$ cat src/rtl/speed_tick_gen.sv
// speed_tick_gen: switch-selected rate tick generator.
// Two raw speed switches are synchronized and debounced, then select one of
// three power-of-two tick periods. A rate change waits for the current
// period's boundary, so the downstream counter never sees a short interval.
// Optional macro SPEED_TICK_PAUSE_EN: code 11 pauses the tick immediately;
// without it, code 11 selects the fast rate.
module speed_tick_gen #(
  parameter int DIV_FAST = 22,
  parameter int DIV_MED  = 23,
  parameter int DIV_SLOW = 24,
  parameter int DEB_W    = 16
) (
  input  logic       clk,
  input  logic       rst,
  input  logic       sw2,
  input  logic       sw1,
  output logic       tick,
  output logic [1:0] rate,
  output logic       pending
);

  localparam int PW = DIV_SLOW;

  // Terminal prescaler values; the slow period sets the prescaler width.
  localparam logic [PW-1:0] MASK_SLOW = '1;
  localparam logic [PW-1:0] MASK_MED  = MASK_SLOW >> (DIV_SLOW - DIV_MED);
  localparam logic [PW-1:0] MASK_FAST = MASK_SLOW >> (DIV_SLOW - DIV_FAST);

  // Debounce counter has one extra bit so it can park after a commit.
  localparam logic [DEB_W:0] DEB_LAST = {1'b0, {DEB_W{1'b1}}};
  localparam logic [DEB_W:0] DEB_DONE = {1'b1, {DEB_W{1'b0}}};

  localparam logic [1:0] R_SLOW  = 2'd0;
  localparam logic [1:0] R_MED   = 2'd1;
  localparam logic [1:0] R_FAST  = 2'd2;
`ifdef SPEED_TICK_PAUSE_EN
  localparam logic [1:0] R_PAUSE = 2'd3;
`endif

  typedef enum logic {RUN, PEND} state_t;

  logic [1:0]      sync1_q, sync2_q;
  logic [1:0]      stab_q;
  logic [DEB_W:0]  deb_cnt_q, deb_cnt_d;
  logic [PW-1:0]   presc_q, presc_d;
  logic [PW-1:0]   mask_w;
  logic            tick_q;
  logic [1:0]      rate_q, tgt_q;
  state_t          state_q;
  logic            commit_w, wrap_w;
  logic [1:0]      new_rate_w;

  // Synchronizers, then track the last synchronized value and how long it held.
  always_ff @(posedge clk) begin
    if (rst) begin
      sync1_q   <= '0;
      sync2_q   <= '0;
      stab_q    <= '0;
      deb_cnt_q <= '0;
    end else begin
      sync1_q   <= {sw2, sw1};
      sync2_q   <= sync1_q;
      stab_q    <= sync2_q;
      deb_cnt_q <= deb_cnt_d;
    end
  end

  // Window restarts on any change; parks at DEB_DONE so a value commits once.
  always_comb begin
    deb_cnt_d = deb_cnt_q;
    if (sync2_q != stab_q)
      deb_cnt_d = '0;
    else if (deb_cnt_q != DEB_DONE)
      deb_cnt_d = deb_cnt_q + 1'b1;
  end

  // Commit fires on the single edge where the window completes.
  assign commit_w = (sync2_q == stab_q) && (deb_cnt_q == DEB_LAST);

  // Switch code equals the rate code except for 11.
  always_comb begin
    new_rate_w = stab_q;
`ifndef SPEED_TICK_PAUSE_EN
    if (stab_q == 2'b11) new_rate_w = R_FAST;
`endif
  end

  // Terminal count of the active rate; paused never reaches this path.
  always_comb begin
    case (rate_q)
      R_SLOW:  mask_w = MASK_SLOW;
      R_MED:   mask_w = MASK_MED;
      R_FAST:  mask_w = MASK_FAST;
      default: mask_w = MASK_FAST;
    endcase
  end

  assign wrap_w  = (presc_q == mask_w);
  assign presc_d = wrap_w ? '0 : presc_q + 1'b1;

  // Prescaler, tick and RUN/PEND rate FSM; rate switches only on a wrap edge.
  always_ff @(posedge clk) begin
    if (rst) begin
      presc_q <= '0;
      tick_q  <= 1'b0;
      rate_q  <= R_SLOW;
      tgt_q   <= R_SLOW;
      state_q <= RUN;
    end else
`ifdef SPEED_TICK_PAUSE_EN
    if (commit_w && (new_rate_w == R_PAUSE || rate_q == R_PAUSE)) begin
      // Entering or leaving pause acts at once and drops any pending change.
      presc_q <= '0;
      tick_q  <= 1'b0;
      rate_q  <= new_rate_w;
      state_q <= RUN;
    end else if (rate_q == R_PAUSE) begin
      presc_q <= '0;
      tick_q  <= 1'b0;
    end else
`endif
    begin
      presc_q <= presc_d;
      tick_q  <= wrap_w;
      if (commit_w) begin
        if (new_rate_w == rate_q)
          state_q <= RUN;
        else if (wrap_w && state_q == PEND) begin
          // Newest target wins when it lands on the boundary itself.
          rate_q  <= new_rate_w;
          state_q <= RUN;
        end else begin
          tgt_q   <= new_rate_w;
          state_q <= PEND;
        end
      end else if (wrap_w && state_q == PEND) begin
        rate_q  <= tgt_q;
        state_q <= RUN;
      end
    end
  end

  assign tick    = tick_q;
  assign rate    = rate_q;
  assign pending = (state_q == PEND);

endmodule

$ cat config.mk
export PLATFORM = sky130hd
export DESIGN_NAME = speed_tick_gen
export DESIGN_NICKNAME = d
export VERILOG_FILES = /design/src/rtl/speed_tick_gen.sv
export SDC_FILE = /design/constraint.sdc
export NUM_CORES = 1
export LEC_CHECK = 0
export CORE_MARGIN = 2
export CORE_UTILIZATION = 64
export DETAILED_ROUTE_END_ITERATION = 10
export PLACE_DENSITY = 0.82
export SYNTH_ARGS = -nofsm -noshare
export SYNTH_HDL_FRONTEND = slang
export SYNTH_SLANG_ARGS = --single-unit
$ cat constraint.sdc
create_clock -name clk -period 3.5 [get_ports clk]
set_clock_uncertainty 0.2 [all_clocks]
set_input_delay 0.35 -clock clk [delete_from_list [all_inputs] [get_ports clk]]
set_output_delay 0.35 -clock clk [all_outputs]
set_load 0.05 [all_outputs]
# --- Word-level counts from Yosys, hierarchy flattened ---
# Index checks and enable logic that the tools add are counted.
word_totals:
  register_bits: 53
  input_bits: 4
  wordCells: 41
classes:
  add_sub_neg: 2
  n_eq_ne: 9
  n_mux: 10
  n_bitwise: 2
  n_reduce_logical: 9
op_table:
  columns: ["operator", "count"]
  rows:
  - ["$pmux 24 s2", 1]
  - ["$add 24x1->24 const B", 1]
  - ["$eq 24x24->1", 1]
  - ["$add 17x1->17 const B", 1]
  - ["$eq 17x16->1 const B", 1]
  - ["$ne 17x17->1 const B", 1]
  - ["$mux 2", 5]
  - ["$reduce_and 3->1", 2]
  - ["$eq 2x2->1", 2]
  - ["$mux 1", 4]
  - ["$reduce_bool 2->1", 2]
  - ["$reduce_or 2->1", 2]
  - ["$eq 2x1->1 const B", 1]
  - ["$eq 2x2->1 const B", 1]
  - ["$logic_and 1x1->1", 2]
  - ["$logic_not 2->1", 1]
  - ["$ne 2x2->1", 1]
  - ["$ne 2x2->1 const B", 1]
  - ["$not 1->1", 2]

# --- Longest topological paths before layout ---
# Gate-level depths: netlist of run 1.
logic_depth:
  depth_word: 7
  depth_mapped: 8
  ltp_nobuf: 8

# --- Least setup slack after synthesis of run 1 ---
# Ideal clock, no wire load.
synth_timing:
  kind: "reg-to-reg"
  start: "register deb_cnt_q[3]"
  end: "register tgt_q[0]"
  arrival_time_ns: 1.976
  required_time_ns: 3.213
  slack_ns: 1.237
  path_stages_with_launch: 9
  period_less_slack_ns: 2.263
  cell_sequence: "dfxtp_1 and4_1 nand4_1 nor2_1 ha_1 nand3_1 or2_1 or4_1 o31ai_1"
synth_via:
  elab_chain_len: 3
synth_lines:
  columns: ["element", "line_no", "source"]
  rows:
  - ["start, declared", "44", "logic [DEB_W:0] deb_cnt_q, deb_cnt_d;"]
  - ["start signal, assigned", "64", "deb_cnt_q <= deb_cnt_d;"]
  - ["$eq 17x16->1", "78", "assign commit_w = (sync2_q == stab_q) && (deb_cnt_q == DEB_LAST);"]
  - ["$logic_and 1x1->1", "78", null]
  - ["$reduce_and 3->1 (no line)", null, null]
  - ["end signal, assigned", "133", "tgt_q <= new_rate_w;"]
  - ["end, declared", "48", "logic [1:0] rate_q, tgt_q;"]
# Every way passes these cells.
# A chain may end at the register's enable or synchronous reset.

# --- Worst setup path in the final report of run 1 ---
layout_timing:
  start: "register deb_cnt_q[0]"
  end: "register tgt_q[0]"
# The elaborated chain is that of the path after synthesis.

==> run_results.csv, run 1 <==
group,metric,value,unit
clocking,cts_setup_buffers,0,
critical_path,required,3520,ps
clocking,cts-root-buf,"clkbuf_8",
clocking,clock_sinks,53,
critical_path,cp_data_arrival_time,2540,ps
clocking,cts_buf_count,5,
detailed_routing,drt_first_pass_iters,4,
critical_path,critical_path_class,"register to register",
floorplan,die-width,64.84,um
power_and_ir_drop,share_clk_of_total_power,0.390,
min_path,hold_path.class,"register to register",
finish,n_antenna_cell,0,
placement,globalplace.congestion,0.8474,
power_and_ir_drop,power_switching_share,0.2015,
synthesis,synth_largest_area_cell,"dfxtp_1",
synthesis,post_synth.cell_area_avg,8.904,um^2
grt,remaining_global_route_overflow,0,
run,max-cap-violations,0,
grt,first_global_vias,1744,
critical_path,critical_path.most_common_cell,"ha_1",
clocking,tritoncts_clock_tree,"done",
sta,slew-limit-headroom,0.5863,
clocking,cts.hold.buffers_added,0,
detailed_routing,route.detailed.vias_per_inst,5.388,
detailed_routing,dr_total_vias,1751,
detailed_routing,remaining_drc_errors,0,
synthesis,top_area_cell_type_share_of_the_netlist_area,0.4480,
power_and_ir_drop,combinational_cell_fraction_of_total_power,0.037,
synthesis,synthCells,266,
grt,grt_first_pass_wirelength,7058,um
grt,grt_antenna_before_repair,0,
critical_path,cp-end-kind,"register",
synthesis,synth_area,2369,um^2
floorplan,die_h,64.84,um
critical_path,maximum_cell_stage_delay_along_the_critical_path,470,ps
critical_path,timing.critical_path.fanout_max,7,
clocking,post_cts_resize_count,0,
detailed_routing,detailed_router_s_first_iteration_violation_count,83,
synthesis,xor_xnor_share_of_the_synthesized_area,0.1294,
detailed_routing,drt.antenna.violating_nets,0,
synthesis,synth_edf_count,0,
sta,hold_viol_final,0,
sta,timing.final.crit_share,0.7213,
synthesis,synthMostInstantiatedCell,"dfxtp_1",
synthesis,synth_compound_gate_area_share,0.04279,
synthesis,main_combinational_cell_family_by_area_after_synthesis,"simple AND/OR/NAND/NOR gates",
synthesis,synth_top_flop_cell,"dfxtp_1",
synthesis,async_s_r_ff_share_synth,0,
sta,grt_setup_unrepaired,"no",
clocking,htree_levels,2,
finish,share_of_the_core_filled_with_cells_in_the_final_layout,0.7203,
clocking,path_clk_slew,90,ps
sta,fmax,396.1,MHz
floorplan,placement_rows,22,
floorplan,floorplan.initialDensity,0.6568,
placement,placement.io_buffers,7,
synthesis,syn_nets,274,
synthesis,synth_adder_area_share,0.02113,
placement,detailed_place_hpwl,2831,um
grt,grt.total_usage,0.2163,
synthesis,synth.top_cells.by_area,"dfxtp_1, nor2_1, xnor2_1",
power_and_ir_drop,worst_ir_drop_vdd,0.3289,mV
finish,finish.net_count,284,
synthesis,yosysWarnings,0,
detailed_routing,finalWirelength,4016,um
grt,grt_start_max_net_pins,22,
critical_path,critPathSlowestCell,"or4_1",
floorplan,top_level_ports,8,
synthesis,yosys_reg_bits,53,
critical_path,critical_path.startpoint_type,"register",
power_and_ir_drop,cellLeakagePower,0.0008943,uW
power_and_ir_drop,internal_power,860.5,uW
finish,syn_to_final_growth,9.667,%
run_status,run_status,"finished clean",
finish,final_layout_size_suffix_gt1_frac,0.06859,
synthesis,yosysUniqueCellTypes,43,
power_and_ir_drop,seq_power_share,0.573,
clocking,clockBufferDepth,2,
synthesis,synth-simple-area-share,0.3006,
sta,fin_crit,2525,ps
sta,setup_viol,0,
floorplan,die-area,4204,um^2
power_and_ir_drop,net_load_switching_power,217.2,uW
detailed_routing,drt-wirelength-per-cell,12.36,um
sta,timing.final.max_slew_violations,0,
floorplan,core_region_area,3606,um^2
critical_path,worstPathCellList,"ha_1 > nand4_1 > nor2_1 > ha_1 > nand3_1 > or2_1 > or4_1 > o31ai_1",
power_and_ir_drop,power.density,414.9,nW/um^2
clocking,clock_insertion_delay_worst_skew,310,ps
synthesis,post_synthesis_mux_area_share,0.02377,
synthesis,synthTopCellsByCount,"dfxtp_1, nor2_1, nand2_1, xnor2_1, xor2_1",
sta,max_slew.worst_pin.slew,614.8,ps
sta,finalSetupTns,0,ps
synthesis,sequential_area_share_after_synthesis,0.4480,
## critical path, delay by kind of cell (launching register included)
family / cells / cell delay (ps)
adders and majority gates: 2 / 480
DFF: 1 / 390
AOI/OAI and AO/OA: 1 / 80
and+or+nand+nor: 5 / 1280
## metrics by stage
step	instance area, um^2	total power, uW	hold WS, ps	cells	worst slack, ps
detailed placement	2481	671.2	230.3	317	1028
CTS	2597	1090	257.8	325	967.9
global route	2597	1123	270.2	325	790.6
global placement	2481	669.9	233.1	317	1111
finish	2597	1078	251.1	325	975.4
floorplan	2369	657.4	213.8	266	1237
## path summary, 6_finish.rpt
kind                             startpoint                    end  slack (ps)  depth (start not counted)
setup reg to reg  deb_cnt_q[0]$_SDFFE_PP0P_  tgt_q[0]$_SDFFE_PP0P_         980                          8
hold reg to reg       sync1_q[0]$_SDFF_PP0_  sync2_q[0]$_SDFF_PP0_         250                          1
hold / removal        sync1_q[0]$_SDFF_PP0_  sync2_q[0]$_SDFF_PP0_         250                          1
setup / recovery  deb_cnt_q[0]$_SDFFE_PP0P_  tgt_q[0]$_SDFFE_PP0P_         980                          8
## final cells by class
class                   instances  area (um^2)
repair buffers                  9        85.08
flip-flops and latches         53         1061
inverters                      13        48.80
well taps                      48        60.06
fillers                       276         1008
clock inverters                 1        30.03
multi-input cells             194         1226
clock buffers                   7        86.33
## power by group through the flow
stage                     Sequential, uW  Clock (uW)  Combinational [uW]
final                                617         421                39.7
after global routing                 619         460                44.3
after CTS                            617         432                40.2
after detailed placement             632           0                39.7
after global placement               631           0                38.8
after floorplan                      630           0                27.3
## layer usage
| metal | GRT usage | routed length (um) |
|---|---|---|
| met5 | 0 | 0 |
| met4 | 0.09309 | 63 |
| met3 | 0.06424 | 86 |
| met2 | 0.3982 | 2007 |
| met1 | 0.2257 | 1859 |
## placed cells by master (no fill, tap or decap), drive strengths merged, types with 3 or more instances in the layout
| cell type | instances |
|---|---|
| dfxtp | 53 |
| nor2 | 48 |
| nand2 | 20 |
| xnor2 | 19 |
| xor2 | 16 |
| inv | 13 |
| nand3 | 13 |
| nand4 | 10 |
| nor2b | 7 |
| a21oi | 7 |
| clkdlybuf4s50 | 7 |
| clkbuf | 7 |
| nor3 | 6 |
| nor4 | 6 |
| or3 | 5 |
| or4 | 5 |
| ha | 4 |
| and3 | 3 |
| o21ai | 3 |
| mux2i | 3 |
## flip-flops by register name (all words and copies together), names as in the netlist
register,count
stab_q,2
tgt_q,2
tick,1
presc_q,24
pending,1
sync2_q,2
deb_cnt_q,17
sync1_q,2
rate,2
## logic make-up after synthesis
group / after synthesis
simple gates: 134
flops: 53
xor+xnor: 35
buf+inv: 19
compound gates: 16
mux: 5
fa+ha+maj: 4
(Power assumes the default switching activity.)
==> run 2: changes to the inputs <==
--- a/config.mk
+++ b/config.mk
@@ -6,9 +6,9 @@
 export NUM_CORES = 1
 export LEC_CHECK = 0
 export CORE_MARGIN = 2
-export CORE_UTILIZATION = 64
+export CORE_UTILIZATION = 54
 export DETAILED_ROUTE_END_ITERATION = 10
-export PLACE_DENSITY = 0.82
+export PLACE_DENSITY = 0.73
 export SYNTH_ARGS = -nofsm -noshare
 export SYNTH_HDL_FRONTEND = slang
 export SYNTH_SLANG_ARGS = --single-unit
==> constraint.sdc (replaced) <==
create_clock -name clk -period 2 [get_ports clk]
set_clock_uncertainty 0.2 [all_clocks]
set_input_delay 0.2 -clock clk [delete_from_list [all_inputs] [get_ports clk]]
set_output_delay 0.2 -clock clk [all_outputs]
set_load 0.05 [all_outputs]
==> run 2 against run 1 <==
  * The run now ends with negative setup slack left
  * Die area up 17%
  * Count of clock-buffer cells in the layout fell by 2
  * Register-to-register slack worse by 1100 ps
  * Sequential cell count did not move
  * Critical path type unchanged
  * Largest cell class unchanged
  * Largest power group unchanged
==> run_results.csv, run 2 (synthesis results as in run 1) <==
group,metric,value,unit
placement,placement.io_buffers,7,
finish,most-common-layout-cells,"buf_4, nor2_1, dfxtp_1",
floorplan,die-width,70.23,um
clocking,clock_sinks,53,
run_status,violations_in_the_final_reports,"negative setup slack",
detailed_routing,detailed_router_s_first_iteration_violation_count,108,
grt,first_global_vias,2055,
detailed_routing,dr_total_vias,2086,
sta,layout_setup_ws,-111.7,ps
finish,largest_register_ff_count,24,
sta,fin_crit,2112,ps
grt,grt_first_pass_wirelength,8569,um
critical_path,timing.critical_path.fanout_max,2,
floorplan,top_level_ports,8,
sta,max_slew.worst_pin.slew,842.8,ps
critical_path,critical_path_class,"register to register",
run,max-cap-violations,0,
detailed_routing,drt.antenna.violating_nets,0,
grt,grt_start_max_net_pins,18,
finish,n_antenna_cell,0,
sta,timing.final.max_slew_violations,0,
critical_path,r2r.worst_path.cells,8,
finish,layout.cells.most_common,"buf_4",
detailed_routing,route.detailed.vias_per_inst,5.362,
clocking,cts_buf_count,5,
min_path,whs_path_depth,2,
grt,grt.total_usage,0.2155,
detailed_routing,drt_first_pass_iters,4,
clocking,cts.hold.buffers_added,0,
power_and_ir_drop,cellLeakagePower,0.001268,uW
clocking,cts-root-buf,"clkbuf_8",
sta,hold_slack,244.0,ps
sta,hold_viol_final,0,
clocking,htree_levels,2,
power_and_ir_drop,power.density,616.9,nW/um^2
sta,timing.final.crit_share,1.056,
detailed_routing,drt-wirelength-per-cell,13.53,um
finish,syn_to_final_growth,38.30,%
run_status,run_status,"complete, but fails checks",
placement,globalplace.congestion,0.7602,
finish,finish.net_count,344,
sta,slew-limit-headroom,0.4310,
grt,grt_antenna_before_repair,0,
floorplan,core_region_area,4294,um^2
clocking,path_clk_slew,90,ps
detailed_routing,finalWirelength,5262,um
floorplan,placement_rows,24,
sta,fmax,473.6,MHz
finish,registers_with_the_highest_flip_flop_counts,"presc_q (24), deb_cnt_q (17)",
finish,top_register,"presc_q",
clocking,tritoncts_clock_tree,"done",
floorplan,floorplan.initialDensity,0.5516,
clocking,clock_insertion_delay_worst_skew,300,ps
critical_path,critical_path.startpoint_type,"register",
placement,placement.setup.worst_slack,-161.7,ps
floorplan,die-area,4932,um^2
critical_path,cp_data_arrival_time,2130,ps
placement,detailed_place_hpwl,3541,um
critical_path,cp-end-kind,"register",
finish,final_layout_size_suffix_gt1_frac,0.3680,
grt,remaining_global_route_overflow,0,
critical_path,r2r_setup_slack,-110,ps
floorplan,die_h,70.23,um
power_and_ir_drop,worst_ir_drop_vdd,0.5699,mV
clocking,clockBufferDepth,2,
sta,setup_viol,12,
min_path,hold_path.class,"input pin to register",
sta,grt_setup_unrepaired,"yes",
detailed_routing,remaining_drc_errors,0,
critical_path,required,2020,ps
## run 2: cell types whose count changed in the layout (fill, tap and decap cells not counted), moves of 4 or more
cell,change
nor2_4,+5
nor2_2,+6
buf_4,+56
dfxtp_1,-18
nor2_1,-11
buf_6,+4
dfxtp_2,+18
## run 2: layer usage
layer | up-vias | part of all wire | GRT usage | wire length (um)
li1 | 1040 | - | - | -
met1 | 1015 | 0.41 | 0.2438 | 2150
met2 | 23 | 0.55 | 0.3952 | 2901
met3 | 8 | 0.024 | 0.04329 | 126
met4 | 0 | 0.016 | 0.07906 | 84
met5 | - | 0 | 0 | 0
## run 2: worst max-delay path, cell delays in order (launching register included)
cell and delay [ps]:
dfxtp_2 340, and4_4 230, nand4_1 130, nor2_1 140, ha_2 190, nand3_2 70, or2_1 230, or4_1 410
o31ai_1 80
## run 2: what timing repair did
item	CTS	global route
endpoints found under the setup margin	5	34
resized for setup	10	39
buffers inserted	6	7
pin swaps	6	25
## run 2: path summary, 6_finish.rpt
| kind | endpoint | from |
|---|---|---|
| hold / removal | sync1_q[1]$_SDFF_PP0_ | sw2 |
| setup / recovery | tgt_q[0]$_SDFFE_PP0P_ | deb_cnt_q[7]$_SDFFE_PP0P_ |
| hold reg to reg | sync2_q[1]$_SDFF_PP0_ | sync1_q[1]$_SDFF_PP0_ |
| setup reg to reg | tgt_q[0]$_SDFFE_PP0P_ | deb_cnt_q[7]$_SDFFE_PP0P_ |
## run 2: stage by stage
step	TNS [ps]	std cells	utilization	instance area, um^2	power (uW)
6_report	-431.5	389	0.7628	3276	2021
5_1_grt	-2402	389	0.7628	3276	2103
4_1_cts	-271.1	384	0.7209	3095	2029
3_5_place_dp	-369.9	370	0.6710	2882	1196
3_3_place_gp	-45.32	370	0.6710	2882	1194
2_1_floorplan	-271.7	266	-	2396	1153
## run 2: layout make-up
cell class	instances	area, um^2
multi-input combinational	194	1394
sequential	53	1084
fill	310	1018
timing repair buffer	69	550.5
clock buffer	5	68.82
clock inverter	3	65.06
tap	52	65.06
inverter	13	48.80
## run 2: power by group
group / internal (uW) / switching [uW]
logic: 47.9 / 54.7
clock network: 497 / 343
registers: 1070 / 9.54
==> run 3: changes to the inputs <==
--- a/config.mk
+++ b/config.mk
@@ -9,6 +9,7 @@
 export CORE_UTILIZATION = 54
 export DETAILED_ROUTE_END_ITERATION = 10
 export PLACE_DENSITY = 0.73
+export REMOVE_ABC_BUFFERS = 1
 export SYNTH_ARGS = -nofsm -noshare
 export SYNTH_HDL_FRONTEND = slang
 export SYNTH_SLANG_ARGS = --single-unit
==> run 3 against run 2 <==
  * The run still ends with negative setup slack left
  * Wire length shrank 5.4%
  * Total power shrank 13%
  * Die area stayed put
  * Combinational power is essentially flat
  * Critical endpoint unchanged
==> run_results.csv, run 3 (synthesis results as in run 1) <==
group,metric,value,unit
finish,layout.cells.most_common,"buf_4",
sta,fmax,462.9,MHz
finish,top_register,"presc_q",
min_path,whs_path_depth,2,
clocking,cts.hold.buffers_added,0,
floorplan,die-area,4932,um^2
floorplan,core_region_area,4294,um^2
grt,remaining_global_route_overflow,0,
sta,grt_setup_unrepaired,"yes",
floorplan,top_level_ports,8,
placement,placement.setup.worst_slack,-112.3,ps
critical_path,cp_data_arrival_time,2180,ps
detailed_routing,dr_total_vias,2020,
grt,grt.total_usage,0.2121,
finish,share_of_the_core_filled_with_cells_in_the_final_layout,0.7244,
finish,largest_register_ff_count,24,
grt,grt_first_pass_wirelength,8404,um
sta,hold_slack,244.1,ps
critical_path,r2r.worst_path.cells,8,
detailed_routing,drt.antenna.violating_nets,0,
placement,detailed_place_hpwl,3416,um
detailed_routing,route.detailed.vias_per_inst,5.247,
grt,grt_antenna_before_repair,0,
power_and_ir_drop,power.density,566.6,nW/um^2
finish,n_antenna_cell,0,
detailed_routing,drt_first_pass_iters,4,
critical_path,critical_path_class,"register to register",
floorplan,die-width,70.23,um
clocking,cts_buf_count,5,
min_path,hold_path.class,"input pin to register",
grt,grt_start_max_net_pins,18,
floorplan,placement_rows,24,
finish,final_layout_size_suffix_gt1_frac,0.3153,
floorplan,floorplan.initialDensity,0.5516,
detailed_routing,detailed_router_s_first_iteration_violation_count,90,
detailed_routing,remaining_drc_errors,0,
clocking,clock_sinks,53,
run,max-cap-violations,0,
critical_path,timing.critical_path.fanout_max,2,
sta,setup_viol,5,
clocking,cts-root-buf,"clkbuf_8",
run_status,violations_in_the_final_reports,"negative setup slack",
clocking,tritoncts_clock_tree,"done",
finish,multi_input_comb_area,1316,um^2
sta,slew-limit-headroom,0.5453,
grt,first_global_vias,2016,
clocking,htree_levels,2,
sta,layout_setup_ws,-160.1,ps
critical_path,r2r_setup_slack,-160,ps
sta,timing.final.crit_share,1.080,
critical_path,required,2020,ps
finish,fill_cell_count,301,
detailed_routing,finalWirelength,4979,um
sta,max_slew.worst_pin.slew,671.4,ps
critical_path,critical_path.startpoint_type,"register",
run_status,run_status,"complete, but fails checks",
finish,registers_with_the_highest_flip_flop_counts,"presc_q (24), deb_cnt_q (17)",
detailed_routing,drt-wirelength-per-cell,12.93,um
finish,finish.net_count,340,
sta,fin_crit,2160,ps
critical_path,cp-end-kind,"register",
placement,globalplace.congestion,0.8266,
finish,area.sequential,1082,um^2
power_and_ir_drop,cellLeakagePower,0.001228,uW
floorplan,die_h,70.23,um
sta,timing.final.max_slew_violations,0,
finish,most-common-layout-cells,"buf_4, nor2_1, dfxtp_1",
finish,syn_to_final_growth,31.33,%
sta,finalSetupTns,-498.5,ps
clocking,clockBufferDepth,2,
clocking,path_clk_slew,90,ps
placement,placement.io_buffers,7,
sta,hold_viol_final,0,
power_and_ir_drop,worst_ir_drop_vdd,0.4263,mV
clocking,clock_insertion_delay_worst_skew,300,ps
placement,placed_cell_area,2869,um^2
finish,layout.cell_area.non_filler,3110,um^2
run 3: cell types whose count changed in the layout (fill, tap and decap cells not counted), moves of 2 or more:
cell | before | now
nor2_2 | 6 | 0
nand2_1 | 19 | 17
and4_4 | 2 | 0
bufinv_16 | 2 | 0
a21oi_2 | 2 | 0
a21oi_1 | 5 | 7
buf_4 | 58 | 56
nor2_1 | 37 | 48
nor2_4 | 5 | 0
nand2_2 | 0 | 2
buf_6 | 4 | 2
and4_1 | 0 | 2
run 3: layer usage:
metal / track usage / share of wire
met5: 0 / 0
met4: 0.08974 / 0.025
met3: 0.04473 / 0.033
met2: 0.3742 / 0.50
met1: 0.2466 / 0.44
run 3: power breakdown:
group          internal, uW  leakage [uW]  total, uW  switching, uW
sequential             1070      0.000437       1080           9.96
clock                   243     0.0000450        582            339
combinational          48.5      0.000747        101           52.0
total                  1360       0.00123       1760            401
run 3: final cells by class:
class | instances | share of cell area
clock buffers | 6 | 0.02333
clock inverters | 2 | 0.003218
inverters | 13 | 0.01569
multi-input cells | 194 | 0.4232
flip-flops and latches | 53 | 0.3479
well taps | 52 | 0.02092
repair buffers | 65 | 0.1657
run 3: worst max-delay path, cell delays in order (launching register included):
cell     delay [ps]
dfxtp_2         350
and4_1          240
nand4_1         130
nor2_1          150
ha_2            190
nand3_2          70
or2_1           270
or4_1           400
o31ai_1          80
run 3: repair_timing:
item | CTS | global route
resized for setup | 15 | 23
pin swaps | 10 | 11
setup buffers | 2 | 3
setup endpoints to repair | 5 | 30
run 3: through the flow:
step                      std cells  power (uW)
after floorplan                 260        1145
after global placement          372        1192
after CTS                       382        1773
after global routing            385        1832
after detailed placement        372        1193
final                           385        1762
run 3: path summary, 6_finish.rpt:
check	startpoint	to
max reg2reg	deb_cnt_q[5]$_SDFFE_PP0P_	tgt_q[0]$_SDFFE_PP0P_
min	sw1	sync1_q[0]$_SDFF_PP0_
min reg2reg	sync1_q[0]$_SDFF_PP0_	sync2_q[0]$_SDFF_PP0_
max	deb_cnt_q[5]$_SDFFE_PP0P_	tgt_q[0]$_SDFFE_PP0P_
